===== config.mk =====
export PLATFORM = sky130hd
export DESIGN_NAME = match_controller_flat
export DESIGN_NICKNAME = d
export VERILOG_FILES = /design/src/rtl/match_controller_pkg.sv /design/src/rtl/match_controller_if.sv /design/src/rtl/match_controller_phase_timer.sv /design/src/rtl/match_controller.sv /design/src/flat_wrapper.sv
export SDC_FILE = /design/constraint.sdc
export NUM_CORES = 1
export LEC_CHECK = 0
export CORE_MARGIN = 2
export CORE_UTILIZATION = 50
export DETAILED_ROUTE_END_ITERATION = 10
export PLACE_DENSITY = 0.78
export SETUP_SLACK_MARGIN = 0.2
export SYNTH_ARGS = -nofsm -noshare
export SYNTH_HDL_FRONTEND = slang
export SYNTH_HIERARCHICAL = 1
export SYNTH_SLANG_ARGS = --single-unit

===== constraint.sdc =====
create_clock -name clk -period 4.2 [get_ports clk]
set_clock_uncertainty 0.1 [all_clocks]
set_input_delay 1.26 -clock clk [delete_from_list [all_inputs] [get_ports clk]]
set_output_delay 1.26 -clock clk [all_outputs]
set_load 0.01 [all_outputs]

===== src/rtl/match_controller_pkg.sv =====
// match_controller_pkg
// Shared state/result encodings, default match parameters and the round
// decision rule used by the match sequencer.
package match_controller_pkg;

  typedef enum logic [2:0] {
    ST_IDLE       = 3'd0,
    ST_INTRO      = 3'd1,
    ST_FIGHT      = 3'd2,
    ST_KO         = 3'd3,
    ST_MATCH_OVER = 3'd4
  } state_e;

  typedef enum logic [1:0] {
    RES_NONE = 2'b00,
    RES_P1   = 2'b01,
    RES_P2   = 2'b10,
    RES_DRAW = 2'b11
  } result_e;

  localparam logic [8:0] MAX_HEALTH         = 9'd200;
  localparam logic [6:0] ROUND_TIME_DEF     = 7'd99;
  localparam logic [6:0] INTRO_SECS_DEF     = 7'd3;
  localparam logic [6:0] KO_SECS_DEF        = 7'd2;
  localparam logic [1:0] WINS_TO_MATCH_DEF  = 2'd2;
  localparam logic [2:0] MAX_ROUNDS_DEF     = 3'd5;

  // Round outcome from the two healths. A knockout always outranks the
  // timeout comparison; RES_NONE means the round is still live.
  function automatic result_e decide_round(input logic [8:0] h1,
                                           input logic [8:0] h2,
                                           input logic       time_up);
    if (h1 == 9'd0 && h2 == 9'd0) return RES_DRAW;
    if (h2 == 9'd0)               return RES_P1;
    if (h1 == 9'd0)               return RES_P2;
    if (!time_up)                 return RES_NONE;
    if (h1 > h2)                  return RES_P1;
    if (h2 > h1)                  return RES_P2;
    return RES_DRAW;
  endfunction

endpackage


===== src/rtl/match_controller_if.sv =====
// match_controller_if
// Bundles the match controller's inputs (start, sec_tick, healths) and its
// HUD-facing outputs. slave = controller side, master = driver/observer side.
interface match_controller_if;
  logic       start;
  logic       sec_tick;
  logic [8:0] health_1;
  logic [8:0] health_2;
  logic [2:0] state;
  logic       fight_en;
  logic       health_reset;
  logic [6:0] timer;
  logic [2:0] round_num;
  logic [1:0] wins_1;
  logic [1:0] wins_2;
  logic [1:0] round_result;
  logic [1:0] match_winner;

  modport slave (
    input  start, sec_tick, health_1, health_2,
    output state, fight_en, health_reset, timer, round_num,
           wins_1, wins_2, round_result, match_winner
  );

  modport master (
    output start, sec_tick, health_1, health_2,
    input  state, fight_en, health_reset, timer, round_num,
           wins_1, wins_2, round_result, match_winner
  );
endinterface


===== src/rtl/match_controller_phase_timer.sv =====
// phase_timer
// Loadable 7-bit seconds down-counter shared by the INTRO, FIGHT and KO
// phases. load wins over tick; the count holds at zero instead of wrapping.
// Ports: clk, reset (async, active-high), load, load_value, tick -> count, zero.
module phase_timer #(
  parameter logic [6:0] RESET_VALUE = 7'd99
) (
  input  logic       clk,
  input  logic       reset,
  input  logic       load,
  input  logic [6:0] load_value,
  input  logic       tick,
  output logic [6:0] count,
  output logic       zero
);

  logic [6:0] count_q, count_d;

  always_comb begin
    count_d = count_q;
    if (load) begin
      count_d = load_value;
    end else if (tick && count_q != 7'd0) begin
      count_d = count_q - 7'd1;
    end
  end

  always_ff @(posedge clk or posedge reset) begin
    if (reset) count_q <= RESET_VALUE;
    else       count_q <= count_d;
  end

  assign count = count_q;
  assign zero  = (count_q == 7'd0);

endmodule


===== src/rtl/match_controller.sv =====
// match_controller
// Best-of-N match sequencer: gates hits via fight_en, pulses health_reset
// at the start of every round, runs the phase timer and decides round and
// match winners.
// Ports: clk, reset (async, active-high), bus (match_controller_if.slave).
//
// state      | meaning
// IDLE       | waiting for start
// INTRO      | pre-round countdown
// FIGHT      | round live, hits count
// KO         | holding the round result
// MATCH_OVER | holding the match result until start
module match_controller
  import match_controller_pkg::*;
#(
  parameter logic [6:0] ROUND_TIME    = ROUND_TIME_DEF,
  parameter logic [6:0] INTRO_SECS    = INTRO_SECS_DEF,
  parameter logic [6:0] KO_SECS       = KO_SECS_DEF,
  parameter logic [1:0] WINS_TO_MATCH = WINS_TO_MATCH_DEF,
  parameter logic [2:0] MAX_ROUNDS    = MAX_ROUNDS_DEF
) (
  input  logic               clk,
  input  logic               reset,
  match_controller_if.slave  bus
);

  state_e     state_q, state_d;
  result_e    result_q, result_d;
  result_e    winner_q, winner_d;
  result_e    fight_res;
  logic [8:0] health_1_q, health_2_q;
  logic [2:0] round_q, round_d;
  logic [1:0] wins_1_q, wins_1_d;
  logic [1:0] wins_2_q, wins_2_d;
  logic       health_reset_q, health_reset_d;

  logic       tmr_load;
  logic [6:0] tmr_load_value;
  logic       tmr_tick;
  logic [6:0] tmr_count;
  logic       tmr_zero;

  // Seconds only elapse in the timed phases.
  assign tmr_tick = bus.sec_tick &&
                    (state_q == ST_INTRO || state_q == ST_FIGHT || state_q == ST_KO);

  phase_timer #(.RESET_VALUE(ROUND_TIME)) u_phase_timer (
    .clk        (clk),
    .reset      (reset),
    .load       (tmr_load),
    .load_value (tmr_load_value),
    .tick       (tmr_tick),
    .count      (tmr_count),
    .zero       (tmr_zero)
  );

  // Healths are registered before the decision so a KO acts one edge after
  // it is sampled, lining up with the timeout path (timer is registered too).
  assign fight_res = decide_round(health_1_q, health_2_q, tmr_zero);

  always_comb begin
    state_d        = state_q;
    result_d       = result_q;
    winner_d       = winner_q;
    round_d        = round_q;
    wins_1_d       = wins_1_q;
    wins_2_d       = wins_2_q;
    health_reset_d = 1'b0;
    tmr_load       = 1'b0;
    tmr_load_value = INTRO_SECS;

    unique case (state_q)
      ST_IDLE, ST_MATCH_OVER: begin
        if (bus.start) begin
          state_d        = ST_INTRO;
          result_d       = RES_NONE;
          winner_d       = RES_NONE;
          round_d        = 3'd1;
          wins_1_d       = 2'd0;
          wins_2_d       = 2'd0;
          health_reset_d = 1'b1;
          tmr_load       = 1'b1;
          tmr_load_value = INTRO_SECS;
        end
      end
      ST_INTRO: begin
        if (tmr_zero) begin
          state_d        = ST_FIGHT;
          tmr_load       = 1'b1;
          tmr_load_value = ROUND_TIME;
        end
      end
      ST_FIGHT: begin
        if (fight_res != RES_NONE) begin
          state_d        = ST_KO;
          result_d       = fight_res;
          tmr_load       = 1'b1;
          tmr_load_value = KO_SECS;
          if (fight_res == RES_P1 && wins_1_q != WINS_TO_MATCH) wins_1_d = wins_1_q + 2'd1;
          if (fight_res == RES_P2 && wins_2_q != WINS_TO_MATCH) wins_2_d = wins_2_q + 2'd1;
        end
      end
      ST_KO: begin
        if (tmr_zero) begin
          if (wins_1_q == WINS_TO_MATCH) begin
            state_d  = ST_MATCH_OVER;
            winner_d = RES_P1;
          end else if (wins_2_q == WINS_TO_MATCH) begin
            state_d  = ST_MATCH_OVER;
            winner_d = RES_P2;
          end else if (round_q == MAX_ROUNDS) begin
            state_d  = ST_MATCH_OVER;
            winner_d = RES_DRAW;
          end else begin
            state_d        = ST_INTRO;
            round_d        = round_q + 3'd1;
            result_d       = RES_NONE;
            health_reset_d = 1'b1;
            tmr_load       = 1'b1;
            tmr_load_value = INTRO_SECS;
          end
        end
      end
      default: state_d = ST_IDLE;
    endcase
  end

  always_ff @(posedge clk or posedge reset) begin
    if (reset) begin
      state_q        <= ST_IDLE;
      result_q       <= RES_NONE;
      winner_q       <= RES_NONE;
      round_q        <= 3'd0;
      wins_1_q       <= 2'd0;
      wins_2_q       <= 2'd0;
      health_reset_q <= 1'b0;
      health_1_q     <= MAX_HEALTH;
      health_2_q     <= MAX_HEALTH;
    end else begin
      state_q        <= state_d;
      result_q       <= result_d;
      winner_q       <= winner_d;
      round_q        <= round_d;
      wins_1_q       <= wins_1_d;
      wins_2_q       <= wins_2_d;
      health_reset_q <= health_reset_d;
      health_1_q     <= bus.health_1;
      health_2_q     <= bus.health_2;
    end
  end

  assign bus.state        = state_q;
  assign bus.fight_en     = (state_q == ST_FIGHT);
  assign bus.health_reset = health_reset_q;
  assign bus.timer        = tmr_count;
  assign bus.round_num    = round_q;
  assign bus.wins_1       = wins_1_q;
  assign bus.wins_2       = wins_2_q;
  assign bus.round_result = result_q;
  assign bus.match_winner = winner_q;

endmodule


===== src/flat_wrapper.sv =====
// flat-port wrapper written by rule: the top's interface ports become plain ports
module match_controller_flat import match_controller_pkg::*;
#(
  parameter logic [6:0] ROUND_TIME    = ROUND_TIME_DEF,
  parameter logic [6:0] INTRO_SECS    = INTRO_SECS_DEF,
  parameter logic [6:0] KO_SECS       = KO_SECS_DEF,
  parameter logic [1:0] WINS_TO_MATCH = WINS_TO_MATCH_DEF,
  parameter logic [2:0] MAX_ROUNDS    = MAX_ROUNDS_DEF
)
  (clk, reset, bus_start, bus_sec_tick, bus_health_1, bus_health_2, bus_state, bus_fight_en, bus_health_reset, bus_timer, bus_round_num, bus_wins_1, bus_wins_2, bus_round_result, bus_match_winner);
  match_controller_if bus_i ();
  input  logic clk;
  input  logic reset;
  input wire logic [$bits(bus_i.start)-1:0] bus_start;
  input wire logic [$bits(bus_i.sec_tick)-1:0] bus_sec_tick;
  input wire logic [$bits(bus_i.health_1)-1:0] bus_health_1;
  input wire logic [$bits(bus_i.health_2)-1:0] bus_health_2;
  output wire logic [$bits(bus_i.state)-1:0] bus_state;
  output wire logic [$bits(bus_i.fight_en)-1:0] bus_fight_en;
  output wire logic [$bits(bus_i.health_reset)-1:0] bus_health_reset;
  output wire logic [$bits(bus_i.timer)-1:0] bus_timer;
  output wire logic [$bits(bus_i.round_num)-1:0] bus_round_num;
  output wire logic [$bits(bus_i.wins_1)-1:0] bus_wins_1;
  output wire logic [$bits(bus_i.wins_2)-1:0] bus_wins_2;
  output wire logic [$bits(bus_i.round_result)-1:0] bus_round_result;
  output wire logic [$bits(bus_i.match_winner)-1:0] bus_match_winner;
  assign bus_i.start = bus_start;
  assign bus_i.sec_tick = bus_sec_tick;
  assign bus_i.health_1 = bus_health_1;
  assign bus_i.health_2 = bus_health_2;
  assign bus_state = bus_i.state;
  assign bus_fight_en = bus_i.fight_en;
  assign bus_health_reset = bus_i.health_reset;
  assign bus_timer = bus_i.timer;
  assign bus_round_num = bus_i.round_num;
  assign bus_wins_1 = bus_i.wins_1;
  assign bus_wins_2 = bus_i.wins_2;
  assign bus_round_result = bus_i.round_result;
  assign bus_match_winner = bus_i.match_winner;
  match_controller #(.ROUND_TIME(ROUND_TIME), .INTRO_SECS(INTRO_SECS), .KO_SECS(KO_SECS), .WINS_TO_MATCH(WINS_TO_MATCH), .MAX_ROUNDS(MAX_ROUNDS)) u_core (.clk(clk), .reset(reset), .bus(bus_i));
endmodule

==> flow_summary.json <==
{
  "total_power_w": 0.00137,
  "die-area_um2": 4970,
  "p_per_area_nw_per_um2": 485,
  "syn-instance-count": 229,
  "initial_core_util_pct": 51.5,
  "viasPerCell": 5.51,
  "cp_max_fo": 12,
  "hold_buffers": 0,
  "max_slew_margin_pct": 58.8,
  "clockBufferDepth": 2,
  "yosysWarnings": 6,
  "dieWidth_um": 70.5,
  "r2r_end": "u_core/u_phase_timer/count[0]",
  "switchingPower_w": 0.000483,
  "max_freq_ghz": 0.289,
  "grt_usage_pct": 20.1,
  "p_comb_share_pct": 38.7,
  "htree_levels": 2,
  "rows": 24,
  "worstHoldStart": "u_core/bus.match_winner[1]",
  "dr.pass1.iters": 4,
  "switching_share_pct": 35.4,
  "fin_crit_sh_pct": 82.3,
  "synth_edf_count": 0,
  "synth_cell_types": 57,
  "cts_tree": "built",
  "antenna_found_initial": 0,
  "required_ps": 2840,
  "detail-route-antenna-nets": 0,
  "cp-start-kind": "flop",
  "min_period_ps": 3460,
  "ir_drop_mv": 0.229,
  "synth_top_area_cell": "dfrtp_1",
  "setup_viol": 0,
  "gr-total-overflow": 0,
  "core-area_um2": 4290,
  "grt_pass1_wl_um": 7870,
  "clock_latency_ps": 290,
  "setup_tns_ps": 0,
  "routed_wirelength_um": 4630,
  "hold_viol": 0,
  "cts.sinks": 40,
  "clk_pin_slew_ps": 80,
  "netlist_top_cells_area": "dfrtp_1 (34%), dfstp_2 (12%), ha_1 (7.9%), inv_1 (4.1%), a21oi_1 (3.8%)",
  "syn_avg_cell_area_um2": 9.65,
  "rsz0062_at_grt": "false",
  "worst_pin_slew_ps": 612,
  "nets": 316,
  "post-route-drc-count": 0,
  "hp-class": "reg2reg",
  "place_congestion": 0.929,
  "grt_pass1_vias": 1740,
  "fillers": 366,
  "clockRootBuffer": "clkbuf_8",
  "hold_ws_ps": 418,
  "drtIter0Drc": 226,
  "p_seq_share_pct": 41.7,
  "r2r_slack_ps": 1220,
  "post-cts-setup-buffers": 0,
  "cp.arrival_ps": 2100,
  "synth.top_cells.by_count": "dfrtp_1 (30), inv_1 (24), a21oi_1 (17)",
  "end_kind": "output port",
  "grt_max_degree": 34,
  "synthFlopType": "dfrtp_1",
  "ff2ff_path_depth": 11,
  "syn_to_final_growth_pct": 27.4,
  "hpwl_um": 3390,
  "io_pins": 45,
  "num_vias": 1834,
  "p_leak_nw": 1.19,
  "synth-async-reset-ratio_pct": 100,
  "diodes": 0,
  "cts_resized": 0,
  "yosysMostFrequentCell": "dfrtp_1",
  "portBuffers": 44,
  "ys_seq_elements": 40,
  "critPathKind": "reg2out",
  "r2r-start": "u_core/u_phase_timer/count[0]",
  "die_y_um": 70.5,
  "drt-wirelength-per-cell_um": 13.9,
  "drive_gt1_share_pct": 10.3,
  "syn-cell-area_um2": 2210,
  "clockPowerShare_pct": 19.6,
  "min_path_cells": 2,
  "final_max_slew_viol_count": 0,
  "yosysSeqAreaShare_pct": 45.8,
  "status": "finished, final reports clean",
  "min_to": "u_core/bus.match_winner[1]",
  "internal_power_w": 0.000882,
  "maxCapViolCount": 0,
  "synth_top_area_share_pct": 34.0,
  "numCtsBuffers": 5
}
## power groups by stage
stage / registers, W / logic (W) / clock network, W
after floorplan: 0.000575 / 0.000301 / 0
after global placement: 0.000578 / 0.000514 / 0
after detailed placement: 0.000576 / 0.000524 / 0
after CTS: 0.000570 / 0.000527 / 0.000278
after global routing: 0.000585 / 0.000585 / 0.000296
final: 0.000570 / 0.000528 / 0.000268
## worst max-delay path, stage by stage, from the launching register on
cell and delay, ps:
dfrtp_1 500, nor2b_1 210, nand2_1 220, clkinv_1 310, clkdlybuf4s50_1 560
## layout make-up
type	instances	area (µm²)	share of cell area (%)
Inverter	25	93.8	3.33
Clock buffer	7	86.3	3.07
Multi-Input combinational cell	160	1080	38.3
Clock inverter	1	7.51	0.267
Tap cell	52	65.1	2.31
Sequential cell	40	1010	36.0
Timing Repair Buffer	48	470	16.7
## flip-flops by register name (all words and copies together), names as in the netlist
register / cells
u_core/bus.health_reset: 1
u_core/bus.match_winner: 2
u_core/bus.round_num: 3
u_core/bus.round_result: 2
u_core/bus.state: 3
u_core/bus.wins_1: 2
u_core/bus.wins_2: 2
u_core/health_1_q: 9
u_core/health_2_q: 9
u_core/u_phase_timer/count: 7
## how the worst max path moves through the flow
| stage | from | end | slack (ps) | cells after the start |
|---|---|---|---|---|
| after floorplan | u_core/u_phase_timer/count[3] | u_core/u_phase_timer/count[0] | 1180 | 11 |
| after global placement | bus_start | u_core/u_phase_timer/count[5] | 890 | 8 |
| after detailed placement | bus_start | u_core/u_phase_timer/count[5] | 860 | 8 |
| after CTS | u_core/bus.state[1] | bus_fight_en | 740 | 4 |
| after global routing | u_core/bus.state[1] | bus_fight_en | 630 | 4 |
| final | u_core/bus.state[1] | bus_fight_en | 740 | 4 |
## cells by family (layout without fill, tap and decap cells)
kind of cell	count (synthesis)	in the layout	synth area share, %
AO/OA/AOI/OAI	59	59	17.9
buffers and inverters	31	81	5.66
other	2	4	0.340
adder cells (fa/ha/maj)	14	14	7.92
XOR/XNOR	2	2	0.792
AND/OR/NAND/NOR	81	81	21.6
flip-flops	40	40	45.8
## metal layers
layer,up-vias,routed length [µm],part of all wire [%],global-route usage [%]
met5,-,0,0,0
met4,0,67,1.4,7.69
met3,5,187,4.0,3.90
met2,58,2180,47,32.0
met1,839,2190,47,27.1
li1,932,-,-,-
## layout by cell type, fill, tap and decap left out, types with 6 or more instances in the layout
master and instances:
clkdlybuf4s50_1 44, dfrtp_1 30, inv_1 24, a21oi_1 17, nand2_1 14, ha_1 14
nor2_1 13, dfstp_2 10, nor2b_1 7, a31oi_1 7, clkbuf_8 6, nor3_1 6
o21ai_0 6
## metrics by stage
step           area [µm²]  instances  utilization (%)  worst slack (ps)
2_1_floorplan        2220        231                -              1180
3_3_place_gp         2720        325             63.4               893
3_5_place_dp         2720        325             63.4               858
4_1_cts              2820        333             65.6               737
5_1_grt              2820        333             65.6               630
6_report             2820        333             65.6               744
Power figures use the tool's default switching activity.
